==> src/rtl/rob_multiport.sv <==
// rob_multiport: circular reorder buffer with DISP_WIDTH-wide in-order
// allocation, WB_PORTS out-of-order completion ports and RETIRE_WIDTH-wide
// in-order retirement. A retiring entry that mispredicted or raised an
// exception retires in its own lane, blocks the lanes after it, and triggers
// a precise flush of everything younger.
// Optional feature macro: ROB_PERF_CNT_EN enables the saturating performance
// counters. When it is undefined, the perf ports are tied to zero.
module rob_multiport #(
  parameter int ROB_ENTRIES  = 16,
  parameter int DISP_WIDTH   = 2,
  parameter int RETIRE_WIDTH = 2,
  parameter int WB_PORTS     = 4,
  parameter int IDXW         = $clog2(ROB_ENTRIES)
) (
  input  logic                         clk,
  input  logic                         rst_n,
  input  logic [DISP_WIDTH-1:0]        disp_valid,
  input  logic [DISP_WIDTH*5-1:0]      disp_dest_reg,
  input  logic [DISP_WIDTH-1:0]        disp_wb_en,
  input  logic [DISP_WIDTH*32-1:0]     disp_pc,
  output logic                         disp_ready,
  output logic [DISP_WIDTH*IDXW-1:0]   disp_idx,
  input  logic [WB_PORTS-1:0]          wb_valid,
  input  logic [WB_PORTS*IDXW-1:0]     wb_idx,
  input  logic [WB_PORTS*32-1:0]       wb_result,
  input  logic [WB_PORTS-1:0]          wb_mispred,
  input  logic [WB_PORTS-1:0]          wb_exception,
  output logic [RETIRE_WIDTH-1:0]      ret_valid,
  output logic [RETIRE_WIDTH*5-1:0]    ret_dest_reg,
  output logic [RETIRE_WIDTH-1:0]      ret_wb_en,
  output logic [RETIRE_WIDTH*32-1:0]   ret_result,
  output logic [RETIRE_WIDTH*32-1:0]   ret_pc,
  output logic                         flush,
  output logic [31:0]                  flush_pc,
  output logic                         flush_cause,
  output logic                         empty,
  output logic [31:0]                  perf_retired,
  output logic [31:0]                  perf_full_cycles,
  output logic [15:0]                  perf_flushes
);

  // Pointers and occupancy; head == tail is resolved by count.
  logic [IDXW-1:0] head;
  logic [IDXW-1:0] tail;
  logic [IDXW:0]   count;

  // Per-entry status bits (reset) and payload (no reset needed).
  logic [ROB_ENTRIES-1:0] ent_valid;
  logic [ROB_ENTRIES-1:0] ent_ready;
  logic [ROB_ENTRIES-1:0] ent_mispred;
  logic [ROB_ENTRIES-1:0] ent_exc;
  logic [ROB_ENTRIES-1:0] ent_wb_en;
  logic [4:0]             ent_dest   [ROB_ENTRIES];
  logic [31:0]            ent_pc     [ROB_ENTRIES];
  logic [31:0]            ent_result [ROB_ENTRIES];

  logic [IDXW:0]   disp_cnt;
  logic [IDXW:0]   ret_cnt;
  logic [IDXW:0]   free_cnt;
  logic            disp_acc;
  logic            fault;
  logic [31:0]     fault_pc;
  logic            fault_cause;
  logic            ret_go;
  logic [IDXW-1:0] ret_idx [RETIRE_WIDTH];

  assign free_cnt   = (IDXW+1)'(ROB_ENTRIES) - count;
  assign disp_ready = (free_cnt >= (IDXW+1)'(DISP_WIDTH));
  assign empty      = (count == {(IDXW+1){1'b0}});
  // A flushing retire discards the dispatch group presented alongside it.
  assign disp_acc   = disp_ready && !fault;

  // Compact valid dispatch lanes onto consecutive indices starting at tail.
  always_comb begin
    disp_idx = '0;
    disp_cnt = '0;
    for (int l = 0; l < DISP_WIDTH; l++) begin
      disp_idx[l*IDXW +: IDXW] = tail + disp_cnt[IDXW-1:0];
      if (disp_valid[l]) begin
        disp_cnt = disp_cnt + (IDXW+1)'(1);
      end else begin
        disp_cnt = disp_cnt;
      end
    end
  end

  // Select the in-order retire group from head; a faulting entry ends the group.
  always_comb begin
    ret_valid    = '0;
    ret_dest_reg = '0;
    ret_wb_en    = '0;
    ret_result   = '0;
    ret_pc       = '0;
    ret_cnt      = '0;
    fault        = 1'b0;
    fault_pc     = 32'h0000_0000;
    fault_cause  = 1'b0;
    ret_go       = 1'b1;
    for (int k = 0; k < RETIRE_WIDTH; k++) begin
      ret_idx[k]             = head + IDXW'(k);
      ret_dest_reg[k*5 +: 5] = ent_dest[ret_idx[k]];
      ret_wb_en[k]           = ent_wb_en[ret_idx[k]];
      ret_result[k*32 +: 32] = ent_result[ret_idx[k]];
      ret_pc[k*32 +: 32]     = ent_pc[ret_idx[k]];
      if (ret_go && ent_valid[ret_idx[k]] && ent_ready[ret_idx[k]]) begin
        ret_valid[k] = 1'b1;
        ret_cnt      = ret_cnt + (IDXW+1)'(1);
        if (ent_mispred[ret_idx[k]] || ent_exc[ret_idx[k]]) begin
          fault       = 1'b1;
          fault_pc    = ent_pc[ret_idx[k]];
          fault_cause = ent_exc[ret_idx[k]];
          ret_go      = 1'b0;
        end else begin
          ret_go      = 1'b1;
        end
      end else begin
        ret_go = 1'b0;
      end
    end
  end

  // Pointer, occupancy, status-bit and flush-pulse state.
  // Update order inside the cycle: writeback, then retire-clear, then
  // allocation, so a slot freed and reallocated in the same cycle comes out new.
  always_ff @(posedge clk or negedge rst_n) begin
    if (!rst_n) begin
      head        <= '0;
      tail        <= '0;
      count       <= '0;
      ent_valid   <= '0;
      ent_ready   <= '0;
      ent_mispred <= '0;
      ent_exc     <= '0;
      flush       <= 1'b0;
      flush_pc    <= 32'h0000_0000;
      flush_cause <= 1'b0;
    end else begin
      flush <= fault;
      if (fault) begin
        flush_pc    <= fault_pc;
        flush_cause <= fault_cause;
        ent_valid   <= '0;
        ent_ready   <= '0;
        head        <= head + ret_cnt[IDXW-1:0];
        tail        <= head + ret_cnt[IDXW-1:0];
        count       <= '0;
      end else begin
        for (int p = 0; p < WB_PORTS; p++) begin
          if (wb_valid[p] && ent_valid[wb_idx[p*IDXW +: IDXW]]) begin
            ent_ready[wb_idx[p*IDXW +: IDXW]]   <= 1'b1;
            ent_mispred[wb_idx[p*IDXW +: IDXW]] <= wb_mispred[p];
            ent_exc[wb_idx[p*IDXW +: IDXW]]     <= wb_exception[p];
          end
        end
        for (int k = 0; k < RETIRE_WIDTH; k++) begin
          if (ret_valid[k]) begin
            ent_valid[ret_idx[k]] <= 1'b0;
            ent_ready[ret_idx[k]] <= 1'b0;
          end
        end
        if (disp_acc) begin
          for (int l = 0; l < DISP_WIDTH; l++) begin
            if (disp_valid[l]) begin
              ent_valid[disp_idx[l*IDXW +: IDXW]]   <= 1'b1;
              ent_ready[disp_idx[l*IDXW +: IDXW]]   <= 1'b0;
              ent_mispred[disp_idx[l*IDXW +: IDXW]] <= 1'b0;
              ent_exc[disp_idx[l*IDXW +: IDXW]]     <= 1'b0;
            end
          end
          tail  <= tail + disp_cnt[IDXW-1:0];
          count <= count + disp_cnt - ret_cnt;
        end else begin
          count <= count - ret_cnt;
        end
        head <= head + ret_cnt[IDXW-1:0];
      end
    end
  end

  // Entry payload: results from writeback, instruction data from allocation.
  always_ff @(posedge clk) begin
    for (int p = 0; p < WB_PORTS; p++) begin
      if (wb_valid[p] && ent_valid[wb_idx[p*IDXW +: IDXW]]) begin
        ent_result[wb_idx[p*IDXW +: IDXW]] <= wb_result[p*32 +: 32];
      end
    end
    if (disp_acc) begin
      for (int l = 0; l < DISP_WIDTH; l++) begin
        if (disp_valid[l]) begin
          ent_dest[disp_idx[l*IDXW +: IDXW]]  <= disp_dest_reg[l*5 +: 5];
          ent_wb_en[disp_idx[l*IDXW +: IDXW]] <= disp_wb_en[l];
          ent_pc[disp_idx[l*IDXW +: IDXW]]    <= disp_pc[l*32 +: 32];
        end
      end
    end
  end

`ifdef ROB_PERF_CNT_EN
  logic [32:0] perf_ret_sum;
  assign perf_ret_sum = {1'b0, perf_retired} + 33'(ret_cnt);

  // Saturating counters for retired lanes, stalled dispatch cycles and flushes.
  always_ff @(posedge clk or negedge rst_n) begin
    if (!rst_n) begin
      perf_retired     <= 32'h0000_0000;
      perf_full_cycles <= 32'h0000_0000;
      perf_flushes     <= 16'h0000;
    end else begin
      if (perf_ret_sum[32]) begin
        perf_retired <= 32'hFFFF_FFFF;
      end else begin
        perf_retired <= perf_ret_sum[31:0];
      end
      if (!disp_ready && (|disp_valid) && (perf_full_cycles != 32'hFFFF_FFFF)) begin
        perf_full_cycles <= perf_full_cycles + 32'h0000_0001;
      end else begin
        perf_full_cycles <= perf_full_cycles;
      end
      if (fault && (perf_flushes != 16'hFFFF)) begin
        perf_flushes <= perf_flushes + 16'h0001;
      end else begin
        perf_flushes <= perf_flushes;
      end
    end
  end
`else
  assign perf_retired     = 32'h0000_0000;
  assign perf_full_cycles = 32'h0000_0000;
  assign perf_flushes     = 16'h0000;
`endif

endmodule

==> config.mk <==
export PLATFORM = sky130hd
export DESIGN_NAME = rob_multiport
export DESIGN_NICKNAME = d
export VERILOG_FILES = /design/src/rtl/rob_multiport.sv
export SDC_FILE = /design/constraint.sdc
export NUM_CORES = 2
export LEC_CHECK = 0
export ABC_AREA = 0
export BUFFER_PORTS_ARGS = -buffer_cell sky130_fd_sc_hd__buf_2
export CORE_UTILIZATION = 45
export CTS_BUF_LIST = sky130_fd_sc_hd__clkbuf_16
export DETAILED_ROUTE_END_ITERATION = 8
export HOLD_SLACK_MARGIN = 0.02
export PLACE_DENSITY = 0.63
export SYNTH_ARGS = -nofsm -noshare
export SYNTH_HDL_FRONTEND = slang
export SYNTH_SLANG_ARGS = --single-unit
==> constraint.sdc <==
create_clock -name clk -period 23.1 [get_ports clk]
set_input_delay 2.31 -clock clk [delete_from_list [all_inputs] [get_ports clk]]
set_output_delay 2.31 -clock clk [all_outputs]
set_load 0.02 [all_outputs]
==> impl_results.md <==
- Antenna violations before repair: 81
- Row count: 157
- Clk Latency, worst-skew pair: 820 ps
- Worst path required time: approximately 21000 ps
- CTS Buffer Depth: 3
- Final Max Slew Viols: 0
- DP Cell Count: roughly 9.2k
- Post-cts resize count: 0
- Async set or reset register ratio after synthesis: 0.0902
- Die height: 432 um
- IO Count: 502
- Number of buffers inserted by port buffering: 421
- Final hold violations: 0
- Finished Layout Cells: 9467
- Cell variety after synth: slightly above 60
- IR drop worst, VDD: 0.000140 V
- Slowest stage cell, crit path: dfrtp_4
- Layout cells sized above 1: 0.310
- Dpl ws: 14740 ps
- GRT Util Overall: 0.336
- Gate count after technology mapping: 6957
- CP peak stage delay: 1040 ps
- Overall power: about 0.012 W
- Clk pwr share: 0.198
- Starting Density: 0.454
- Wirelength per Cell: 33.6 um
- RSZ-0062 raised after global routing: no
- First-pass GRT wire length: about 450000 um
- # nets final: a little over 7k
- WP buf/inv: 5
- Vias: 63.9k
- Crit-path leading delay family: buffers and inverters
- Die ar.: ~0.19 sq mm
- Leakage: 33.3 nW
- Worst path most repeated cell: buf_4
- Vias in the first global route: 61.4k
- Vias per cell: 6.75
- Max_cap viols: 0
- HPWL Detailed: 179000 um
- H-tree Lvls: 4
- PD cells: 127 mW/mm^2
- Setup TNS: 0 ps
- CTS Buf Count: between 100 and 150
- Sequential area share after synthesis: 0.437
- Dominant synthesized flop cell: edfxtp_1
- Grt total ovfl: 0
- Switching part of the total: 0.414
- Post-DRT Antenna Nets: 0
- Comb pwr share: 0.518
- CP startpoint kind: flop
- Least-Margin Pin Slew: approximately 1300 ps
- Max_slew headroom: 0.130
- Crit Path Max Fanout: 63
- Drt first pass iters: 8
- Status: completed
- EDFF count, synth: 1120
- Total wire length: 318000 um
- Reg clk slew, reported paths: around 60 ps
- Clock Skews: 28.8 ps
- # DRC: 0
- CTS tree: done
- DRT iter0 DRCs: around 9k
- Critical path class: reg2out
- Cell chosen for the clock root: clkbuf_16
- FMAX: 0.108 GHz
- Cts hold-fix bufs: 0
- Seq pwr share: 0.285
- FF+latch count, synth: 1231
- Sink Count: 1231
- Worst min path class: reg2reg
- Postcts setup bufs: 0
- GPL Wtd Cong: 0.934
- Largest net degree at the start of global routing: 143
- Int Pwr: 0.00678 W
- Mapped cell area: 0.0834 sq mm
- Final min period: approximately 9000 ps
- Switching power: 0.00479 W
- Crit end category: primary output
- WHS: 532 ps
- Syn Area/Cell: 12.0 sq um
- Area growth, synth to finish: 9.34%
- Core ar.: 0.183 sq mm
- Total number of yosys warnings: 0
- Final period utilization: 0.401
- Worst R2R Setup Slack: 15200 ps
- Worst EP arrival: slightly below 7000 ps
- Setup WS post-layout: around 14000 ps
- Cells along the critical path: inv_1 -> ha_4 -> buf_4 -> buf_4 -> buf_4 -> mux4_2 -> mux4_2 -> buf_2
- Die X: around 430 um
- Final setup vio count: 0
power by group through the flow:
stage               Sequential [W]  Combinational (W)  Clock [W]
CTS                        0.00328            0.00597    0.00230
global route               0.00333            0.00624    0.00238
global placement           0.00331            0.00588          0
detailed placement         0.00332            0.00594          0
floorplan                  0.00318            0.00411          0
finish                     0.00329            0.00599    0.00229
routing by layer:
layer  vias up  part of all wire  GRT usage
met4        56             0.066      0.205
met3      1115              0.12     0.0861
met5         -            0.0012   0.000781
met2      4684              0.47      0.530
li1      26200                 -          -
met1     31900              0.35      0.416
logic make-up after synthesis:
family	after synthesis	share of synthesized area
xor+xnor	17	0.00179
simple gates	1586	0.0796
other cells	1	0.0000450
flops	1231	0.437
buf+inv	922	0.0490
compound gates	1285	0.0816
mux	1887	0.347
fa+ha+maj	28	0.00465
placed cells by master (no fill, tap or decap), types with 15 or more instances in the layout:
master	count
dfrtp_1	108
clkinv_1	23
ha_1	22
buf_2	420
nand3_4	17
buf_4	119
a21oi_1	324
mux2_2	560
mux2_1	48
o21ai_0	836
nand3_1	60
and3_1	16
nor2_4	19
conb_1	80
mux4_2	740
clkbuf_16	147
and2_4	15
clkinv_2	26
a22o_1	17
nor3_1	36
nand2_1	1019
mux2i_1	539
inv_1	67
a21o_1	15
diode_2	50
nor2_1	273
edfxtp_1	1120
nand4_1	20
a211oi_1	20
o31ai_1	16
nor2b_1	18
final timing paths:
check / cells past startpoint / end / startpoint
max in group asynchronous: 2 / head[2] / rst_n
min in group asynchronous: 1 / flush_pc[18] / rst_n
worst min register to register: 2 / ent_mispred[11] / ent_mispred[11]
worst max-delay path: 8 / ret_pc[49] / head[1]
worst max register to register: 12 / ent_pc[5][8] / head[1]
worst min-delay path: 2 / ent_mispred[11] / ent_mispred[11]
worst min-delay path, cell delays in order, from the launching register on:
cell     delay, ps
dfrtp_1        380
nand2_1         60
o31ai_1         60
layout make-up:
cell class / count / area, sq um
antenna: 50 / 125
timing repair buffer: 542 / 3050
sequential: 1231 / 36400
tap: 2464 / 3080
fill: 16100 / 92300
multi-input combinational: 4883 / 43700
inverter: 32 / 130
clock inverter: 118 / 953
clock buffer: 147 / 3680
registers in the layout, summed over array words and instances (netlist names):
name / count
ent_pc: 512
ent_result: 512
ent_dest: 80
flush_pc: 32
ent_exc: 16
ent_mispred: 16
ent_ready: 16
ent_valid: 16
ent_wb_en: 16
count: 5
head: 4
tail: 4
flush: 1
flush_cause: 1
Yosys cell counts (all sizes together) (6+ instances only):
library cell     n  share of area
and2            19         0.0014
a21o            15         0.0014
o41ai            8        0.00084
o21ai          836          0.050
a31oi            6        0.00045
o211ai           6        0.00054
nor2           293          0.013
nand4b           8        0.00084
and3            21         0.0016
a211oi          20         0.0018
a22oi            9        0.00098
o31ai           16         0.0014
nor4             6        0.00045
nand2b           6        0.00045
a22o            17         0.0018
and3b           10         0.0011
edfxtp        1120           0.40
mux2           608          0.082
nor2b           18         0.0014
mux4           740           0.20
clkbuf         610          0.027
or3              9        0.00068
xnor2           15         0.0016
dfrtp          111          0.033
ha              23         0.0035
nor3            50         0.0042
mux2i          539          0.065
inv             32         0.0014
nor3b           12         0.0011
nand3           80         0.0049
nand2         1027          0.046
a21oi          325          0.020
buf            280          0.020
nand4           20         0.0015
per-stage QoR:
stage,utilization,cell area [sq um]
floorplan,-,83700
global route,0.497,91100
detailed placement,0.471,86400
CTS,0.496,91000
global placement,0.471,86400
finish,0.497,91200
(Power assumes the default switching activity.)
